$ cat src/rtl/mem_access_sequencer.sv
// Single-word Avalon-MM master sequencer: one read or write per level-handshaked request,
// with a bus-wait watchdog that always returns control to the requester.
module mem_access_sequencer #(
    parameter int ADDR_W  = 25,
    parameter int DATA_W  = 16,
    parameter int TIMEOUT = 1024
) (
    input  logic                clk,
    input  logic                rst_n,
    input  logic                soft_reset,
    input  logic [1:0]          mode,
    input  logic                io_done,
    input  logic [ADDR_W-1:0]   address,
    input  logic [DATA_W-1:0]   write_data,
    output logic                mem_done,
    output logic [DATA_W-1:0]   read_data,
    output logic                error,
    output logic [ADDR_W-1:0]   avm_address,
    output logic                avm_read,
    output logic                avm_write,
    output logic [DATA_W-1:0]   avm_writedata,
    output logic [DATA_W/8-1:0] avm_byteenable,
    input  logic                avm_waitrequest,
    input  logic [DATA_W-1:0]   avm_readdata,
    input  logic                avm_readdatavalid
);
    localparam int BE_W  = DATA_W / 8;
    localparam int CNT_W = $clog2(TIMEOUT);

    typedef enum logic [2:0] {
        S_IDLE, S_RD_REQ, S_RD_DATA, S_WR_REQ, S_DONE
    } state_t;

    state_t            state_q, state_d;
    logic [CNT_W-1:0]  cnt_q, cnt_d;
    logic [ADDR_W-1:0] addr_q, addr_d;
    logic [DATA_W-1:0] wdata_q, wdata_d;
    logic [DATA_W-1:0] rdata_q, rdata_d;
    logic              read_q, read_d;
    logic              write_q, write_d;
    logic [BE_W-1:0]   be_q, be_d;
    logic              error_q, error_d;
    logic              done_q, done_d;

    logic rd_req, wr_req, busy, timeout_hit, capture, abort;

    assign rd_req      = io_done && (mode == 2'b01);
    assign wr_req      = io_done && (mode == 2'b10);
    assign busy        = (state_q == S_RD_REQ) || (state_q == S_RD_DATA) || (state_q == S_WR_REQ);
    assign timeout_hit = (cnt_q == CNT_W'(TIMEOUT - 1));
    assign capture     = ((state_q == S_RD_REQ) && !avm_waitrequest && avm_readdatavalid) ||
                         ((state_q == S_RD_DATA) && avm_readdatavalid);
    // Completion takes priority over the watchdog when both land in the same cycle.
    assign abort       = timeout_hit &&
                         (((state_q == S_RD_REQ)  && avm_waitrequest)    ||
                          ((state_q == S_RD_DATA) && !avm_readdatavalid) ||
                          ((state_q == S_WR_REQ)  && avm_waitrequest));

    always_ff @(posedge clk or negedge rst_n) begin
        if (!rst_n) begin
            state_q <= S_IDLE;
        end else if (soft_reset) begin
            state_q <= S_IDLE;
        end else begin
            state_q <= state_d;
        end
    end

    always_comb begin
        state_d = state_q;
        case (state_q)
            S_IDLE: begin
                if (rd_req)      state_d = S_RD_REQ;
                else if (wr_req) state_d = S_WR_REQ;
            end
            S_RD_REQ: begin
                if (!avm_waitrequest) state_d = avm_readdatavalid ? S_DONE : S_RD_DATA;
                else if (abort)       state_d = S_DONE;
            end
            S_RD_DATA: begin
                if (avm_readdatavalid || abort) state_d = S_DONE;
            end
            S_WR_REQ: begin
                if (!avm_waitrequest || abort) state_d = S_DONE;
            end
            S_DONE: begin
                if (!io_done) state_d = S_IDLE;
            end
            default: state_d = S_IDLE;
        endcase
    end

    always_comb begin
        cnt_d   = '0;
        addr_d  = addr_q;
        wdata_d = wdata_q;
        rdata_d = rdata_q;
        error_d = error_q;
        if (busy && (state_d == state_q)) begin
            cnt_d = cnt_q + CNT_W'(1);
        end
        if ((state_q == S_IDLE) && (state_d != S_IDLE)) begin
            addr_d  = address;
            error_d = 1'b0;
            if (state_d == S_WR_REQ) wdata_d = write_data;
        end
        if (capture) rdata_d = avm_readdata;
        if (abort) begin
            error_d = 1'b1;
            if (state_q != S_WR_REQ) rdata_d = '0;
        end
        read_d  = (state_d == S_RD_REQ);
        write_d = (state_d == S_WR_REQ);
        be_d    = (read_d || write_d) ? {BE_W{1'b1}} : '0;
        done_d  = (state_d == S_DONE);
    end

    always_ff @(posedge clk or negedge rst_n) begin
        if (!rst_n) begin
            cnt_q   <= '0;
            addr_q  <= '0;
            wdata_q <= '0;
            rdata_q <= '0;
            read_q  <= 1'b0;
            write_q <= 1'b0;
            be_q    <= '0;
            error_q <= 1'b0;
            done_q  <= 1'b0;
        end else if (soft_reset) begin
            cnt_q   <= '0;
            addr_q  <= '0;
            wdata_q <= '0;
            rdata_q <= '0;
            read_q  <= 1'b0;
            write_q <= 1'b0;
            be_q    <= '0;
            error_q <= 1'b0;
            done_q  <= 1'b0;
        end else begin
            cnt_q   <= cnt_d;
            addr_q  <= addr_d;
            wdata_q <= wdata_d;
            rdata_q <= rdata_d;
            read_q  <= read_d;
            write_q <= write_d;
            be_q    <= be_d;
            error_q <= error_d;
            done_q  <= done_d;
        end
    end

    assign mem_done       = done_q;
    assign read_data      = rdata_q;
    assign error          = error_q;
    assign avm_address    = addr_q;
    assign avm_read       = read_q;
    assign avm_write      = write_q;
    assign avm_writedata  = wdata_q;
    assign avm_byteenable = be_q;

endmodule

$ cat config.mk
export PLATFORM = sky130hd
export DESIGN_NAME = mem_access_sequencer
export DESIGN_NICKNAME = d
export VERILOG_FILES = /design/src/rtl/mem_access_sequencer.sv
export SDC_FILE = /design/constraint.sdc
export NUM_CORES = 1
export LEC_CHECK = 0
export CELL_PAD_IN_SITES_DETAIL_PLACEMENT = 0
export CELL_PAD_IN_SITES_GLOBAL_PLACEMENT = 1
export CORE_AREA = 2 2 113 115
export DETAILED_ROUTE_END_ITERATION = 12
export DIE_AREA = 0 0 115 117
export HOLD_SLACK_MARGIN = 0.15
export PLACE_DENSITY_LB_ADDON = 0.05
export SETUP_SLACK_MARGIN = 0.5
export SLEW_MARGIN = 20
export SYNTH_ARGS = -nofsm -noshare
export SYNTH_HDL_FRONTEND = slang
export SYNTH_SLANG_ARGS = --single-unit
$ cat constraint.sdc
create_clock -name clk -period 2.1 [get_ports clk]
set_clock_uncertainty 0.15 [all_clocks]
set_input_delay 0.63 -clock clk [delete_from_list [all_inputs] [get_ports clk]]
set_output_delay 0.63 -clock clk [all_outputs]
set_load 0.005 [all_outputs]
Word-level counts from Yosys, hierarchy flattened
Index checks and enable logic that the tools add are counted.
Storage, ports and cells
  bits in registers: 76
  output and inout port bits: 63
  logic and storage cells: 79
Cells by class
  $add $sub $neg: 1
  equal/unequal tests: 12
  multiplexer cells: 29
  reductions and logical operators: 27
Operators by type and width (count)
  2-to-1 mux 16 bit: 7
  2-to-1 mux 25 bit: 2
  2-to-1 mux 3 bit: 9
  2-to-1 mux 10 bit: 2
  case mux 3 bit (5 select lines): 1
  logical AND 1 bit: 11
  adder 10 x 1 -> 10 bit, second input constant: 1
  equality test 10 bit, second input constant: 1
  equality test 3 x 2 -> 1 bit, second input constant: 3
  logical OR 1 bit: 8
  equality test 3 x 1 -> 1 bit, second input constant: 2
  equality test 3 bit, second input constant: 2
  2-to-1 mux 1 bit: 6
  nonzero test 3 bit: 2
  2-to-1 mux 2 bit: 2
  nonzero test 2 bit: 2
  equality test 3 bit: 1
  logical NOT 3 bit: 1
  != test 3 x 2 -> 1 bit, second input constant: 1
  equality test 2 x 1 -> 1 bit, second input constant: 1
  equality test 2 bit, second input constant: 1
  logical NOT 1 bit: 2
  AND reduction 2 bit: 1

Logic depth before layout (Yosys ltp)
  word-level depth: 13
  gate-level depth with buffers: 7
  depth with buffers taken out: 4

Worst setup path before layout
Ideal clock, no wire load.
  kind: input to register
  start: input port avm_readdatavalid
  end: register cnt_q[2]
  library setup time: 0.071 ns
  arrival: 1.743 ns
  slack: 0.135 ns
  cell stages on the path: 5
  buffers on the path: 1
  cells stage by stage: or3b_1 a211o_1 or2_1 buf_6 nor2_1
Between the ends
  word-level cells in the longest chain between the ends: 12
  elaborated cells on any way between the ends: 17
  those cells by class: eq/ne (1); mux (8); reduce/logical (8)
RTL lines
  from (decl): line 25  | input logic avm_readdatavalid
  logical NOT 1 bit: line 56  | ((state_q == S_RD_DATA) && !avm_readdatavalid) ||
  logical AND 1 bit: line 56
  logical OR 1 bit: line 55  | (((state_q == S_RD_REQ) && avm_waitrequest) ||
  logical OR 1 bit: line 56
  logical AND 1 bit: line 54  | assign abort = timeout_hit &&
  2-to-1 mux 3 bit, or another cell as far along: line 78  | else if (abort) state_d = S_DONE;
  2-to-1 mux 3 bit (on tied branches): line 77, 81, 84
  case mux 3 bit (5 select lines) (*): line 71  | case (state_q)
  equality test 3 bit (*): line 99  | if (busy && (state_d == state_q)) begin
  logical AND 1 bit (*): line 99
  2-to-1 mux 10 bit (*): line 99
  2-to-1 mux 10 bit (*): line 129  | end else if (soft_reset) begin
  to (signal assigned): line 140  | cnt_q <= cnt_d;
  to (decl): line 35  | logic [CNT_W-1:0] cnt_q, cnt_d;
Every way passes the cells marked *; elsewhere a longest branch is shown, timed or not.
A chain may end at the register's enable or synchronous reset.

Worst setup path in the final report
  start: register state_q[2]
  end: register read_q (netlist: avm_read)
Between the ends
  word-level cells in the longest chain between the ends: 10
  elaborated cells on any way between the ends: 23
  those cells by class: eq/ne (5); mux (9); reduce/logical (9)
RTL lines
  from (decl): line 34  | state_t state_q, state_d;
  from (signal assigned): line 65  | state_q <= state_d;
  equality test 3 x 1 -> 1 bit / equality test 3 x 2 -> 1 bit (equally long branches): line 55, 71, 56
  logical AND 1 bit (on tied branches): line 55, 56
  logical OR 1 bit: line 55
  logical OR 1 bit: line 56
  logical AND 1 bit: line 54
  2-to-1 mux 3 bit, or another cell as far along: line 78
  2-to-1 mux 3 bit (on tied branches): line 77, 81, 84
  case mux 3 bit (5 select lines) (*): line 71
  equality test 3 x 1 -> 1 bit (*): line 112  | read_d = (state_d == S_RD_REQ);
  2-to-1 mux 1 bit (*): line 129
  to (signal assigned): line 144  | read_q <= read_d;
  to (decl): line 39  | logic read_q, read_d;
Marks and branches as above.

==> run_results.csv <==
group,metric,value,unit
critical_path,start_kind,"register",
clocking,clk_pin_slew,0.06,ns
clocking,clk_latency,0.33,ns
critical_path,worst-path-buf-inv,0,
critical_path,critPathRequiredTime,2.17,ns
drt,route.detailed.drc,0,
timing,hold_viol_final,0,
clocking,clk_path_buf_depth,2,
grt,grt_max_degree,76,
critical_path,critPathKind,"reg -> reg",
logic_synthesis,ys_seq_elements,75,
power_and_ir_drop,p_sw_share,22.4,%
timing,slew_headroom,70.7,%
critical_path,path_cells,"or2b_1 > or4_1 > o211a_1 > and2_1",
clocking,cts_sinks,75,
power_and_ir_drop,total_power,3.82,mW
critical_path,max_stage_delay,0.46,ns
logic_synthesis,syn-num-nets,341,
status,run_status,"completed",
floorplan,die_h,117,µm
timing,max_freq,0.561,GHz
cells_and_area,syn2layout_area_growth,60.6,%
critical_path,cp.arrival,1.86,ns
logic_synthesis,yosys-top-cells-area,"dfrtp_1, mux2i_1, nor2_1",
logic_synthesis,yosysMostFrequentCell,"dfrtp_1",
drt,routedWlPerCell,15.1,µm
clocking,cts_buffers,9,
drt,dr.pass1.iters,4,
critical_path,slowest_stage,"dfrtp_2",
flow_run,maxCapViolations,0,
timing,rsz0062_at_grt,"true",
timing,layout_min_cycle_time,1.78,ns
logic_synthesis,yosys.area.top_type,"dfrtp_1",
drt,postRouteAntennaNets,0,
logic_synthesis,synth_edf_count,0,
critical_path,path_max_fanout,6,
drt,vias,2585,
drt,drt_iter0_markers,70,
logic_synthesis,avgSynthCellArea,11.8,µm²
floorplan,die_w,115,µm
power_and_ir_drop,p_clk_share,43.3,%
cells_and_area,fillCellCount,1228,
critical_path,crit_path_end_kind,"register",
floorplan,row_count,41,
power_and_ir_drop,power_leakage,2.86,nW
placed_design,dpl_worst_slack,-0.439,ns
timing,finalSetupViolations,0,
grt,grt_first_pass_wirelength,13800,µm
power_and_ir_drop,pwr_density_cell,734,mW/mm²
logic_synthesis,synth_top_area_share,57.9,%
timing,fin_ws,0.317,ns
power_and_ir_drop,ir_drop,0.375,mV
drt,vias_per_cell,4.36,
cells_and_area,seq_area,0.00188,mm²
logic_synthesis,synth-main-ff-cell,"dfrtp_1",
placed_design,hpwl,5540,µm
critical_path,crit_family,"simple AND/OR/NAND/NOR gates",
logic_synthesis,ys_seq_area_share,57.9,%
worst_hold_path,hold_class,"in -> async",
grt,grt_pass1_vias,2625,
logic_synthesis,netlist_instances,275,
cells_and_area,drive_gt1_share,34.4,%
power_and_ir_drop,p_seq_share,40.5,%
placed_design,gp_congestion,0.686,
power_and_ir_drop,p_int,2.96,mW
placed_design,portBuffers,127,
grt,grt_usage,13.7,%
logic_synthesis,syn_area,0.00324,mm²
drt,routed_wl,8970,µm
clocking,cts_hold_buffers,0,
power_and_ir_drop,p_comb_share,16.2,%
grt,grt_overflow,0,
clocking,cts_root_buffer,"clkbuf_16",
grt,antenna_found_initial,1,
logic_synthesis,async_reset_ff_share,100,%
timing,timing.hold.ws,0.148,ns
logic_synthesis,yosysWarningCount,0,
logic_synthesis,synth_common_cells,"dfrtp_1, nor2_1, mux2i_1",
power_and_ir_drop,switching_power,0.855,mW
floorplan,dieArea,0.0135,mm²
floorplan,pin_count,128,
cells_and_area,multi_input_area,0.00141,mm²
floorplan,start_util,26.3,%
logic_synthesis,synth_cell_types,41,
clocking,htree_num_levels,3,
cells_and_area,nNetsFinal,505,
timing,min_period_over_period,84.9,%
floorplan,coreArea,0.0123,mm²
timing,slew_viol_final,0,
timing,worst_pin_slew,0.440,ns
clocking,cts_tree,"yes",
[flip-flops by register name, indices dropped and copies added, names as in the netlist]
| name | count |
|---|---|
| cnt_q | 10 |
| avm_byteenable | 1 |
| avm_address | 25 |
| avm_read | 1 |
| read_data | 16 |
| avm_writedata | 16 |
| error | 1 |
| avm_write | 1 |
| state_q | 3 |
| mem_done | 1 |
[metrics by stage]
stage               cells  cell area [µm²]  setup TNS (ns)  utilization [%]
CTS                   580             5020               0             40.8
detailed placement    549             4730          -21.89             38.4
global route          592             5200               0             42.3
global placement      549             4730          -19.96             38.4
floorplan             275             3270               0                -
finish                593             5210               0             42.3
[final timing paths]
check,startpoint,end,slack (ns),depth (start not counted)
max,state_q[2],avm_read,0.32,4
min,rst_n,cnt_q[4],0.15,2
max reg2reg,state_q[2],avm_read,0.32,4
min reg2reg,avm_address[7],avm_address[7],0.36,2
max in group asynchronous,rst_n,avm_writedata[1],1.29,2
min in group clk,avm_address[7],avm_address[7],0.36,2
[cell families after synthesis]
kind of cell,Yosys count,share of synthesized area (%)
XOR/XNOR,9,2.43
AO/OA/AOI/OAI,13,3.32
buffers and inverters,19,3.90
adder cells (fa/ha/maj),1,0.386
multiplexers,57,17.6
AND/OR/NAND/NOR,101,14.5
flip-flops,75,57.9
[metal layers]
| metal | vias to the layer above | GRT usage [%] | share of wire, % |
|---|---|---|---|
| met4 | 0 | 7.23 | 2.2 |
| met1 | 1241 | 16.2 | 43 |
| met5 | - | 0 | 0 |
| li1 | 1256 | - | - |
| met3 | 12 | 4.94 | 7.6 |
| met2 | 76 | 21.8 | 47 |
[layout by cell type, fill, tap and decap left out, drive strengths merged, types with 2 or more instances in the layout]
master         instances
o21ai                  2
nand3b                 2
xor2                   8
clkdlybuf4s50         57
clkbuf                13
nand3                  3
dlygate4sd2            3
mux2i                 57
buf                  107
nand4                  2
nor2b                  3
bufinv                 2
and3                   2
and2b                  2
nand2                  7
inv                    2
a21oi                  2
nor2                  68
a31o                   2
o32ai                  2
dfrtp                 75
a211oi                 2
and4                   2
[repair_timing]
item	4_1_cts	5_1_grt
pin swaps	20	7
gates resized for setup	291	17
hold endpoints to repair	0	0
cloned	3	1
setup buffers	14	11
endpoints found under the setup margin	138	138
[power groups by stage]
stage | combinational (mW) | sequential, mW | clock (mW)
after detailed placement | 0.547 | 1.57 | 0
after CTS | 0.586 | 1.55 | 1.73
after floorplan | 0.223 | 1.57 | 0
after global placement | 0.548 | 1.57 | 0
final | 0.618 | 1.55 | 1.66
after global routing | 0.672 | 1.55 | 1.79
[cell type report]
type                       instances  area share (%)
clock inverter                     2            1.15
clock buffer                      12            4.93
antenna                            1          0.0481
inverter                           2           0.144
tap                              150            3.60
timing repair buffer             169            26.8
multi-input combinational        182            27.2
sequential                        75            36.1
(Power assumes the default switching activity.)
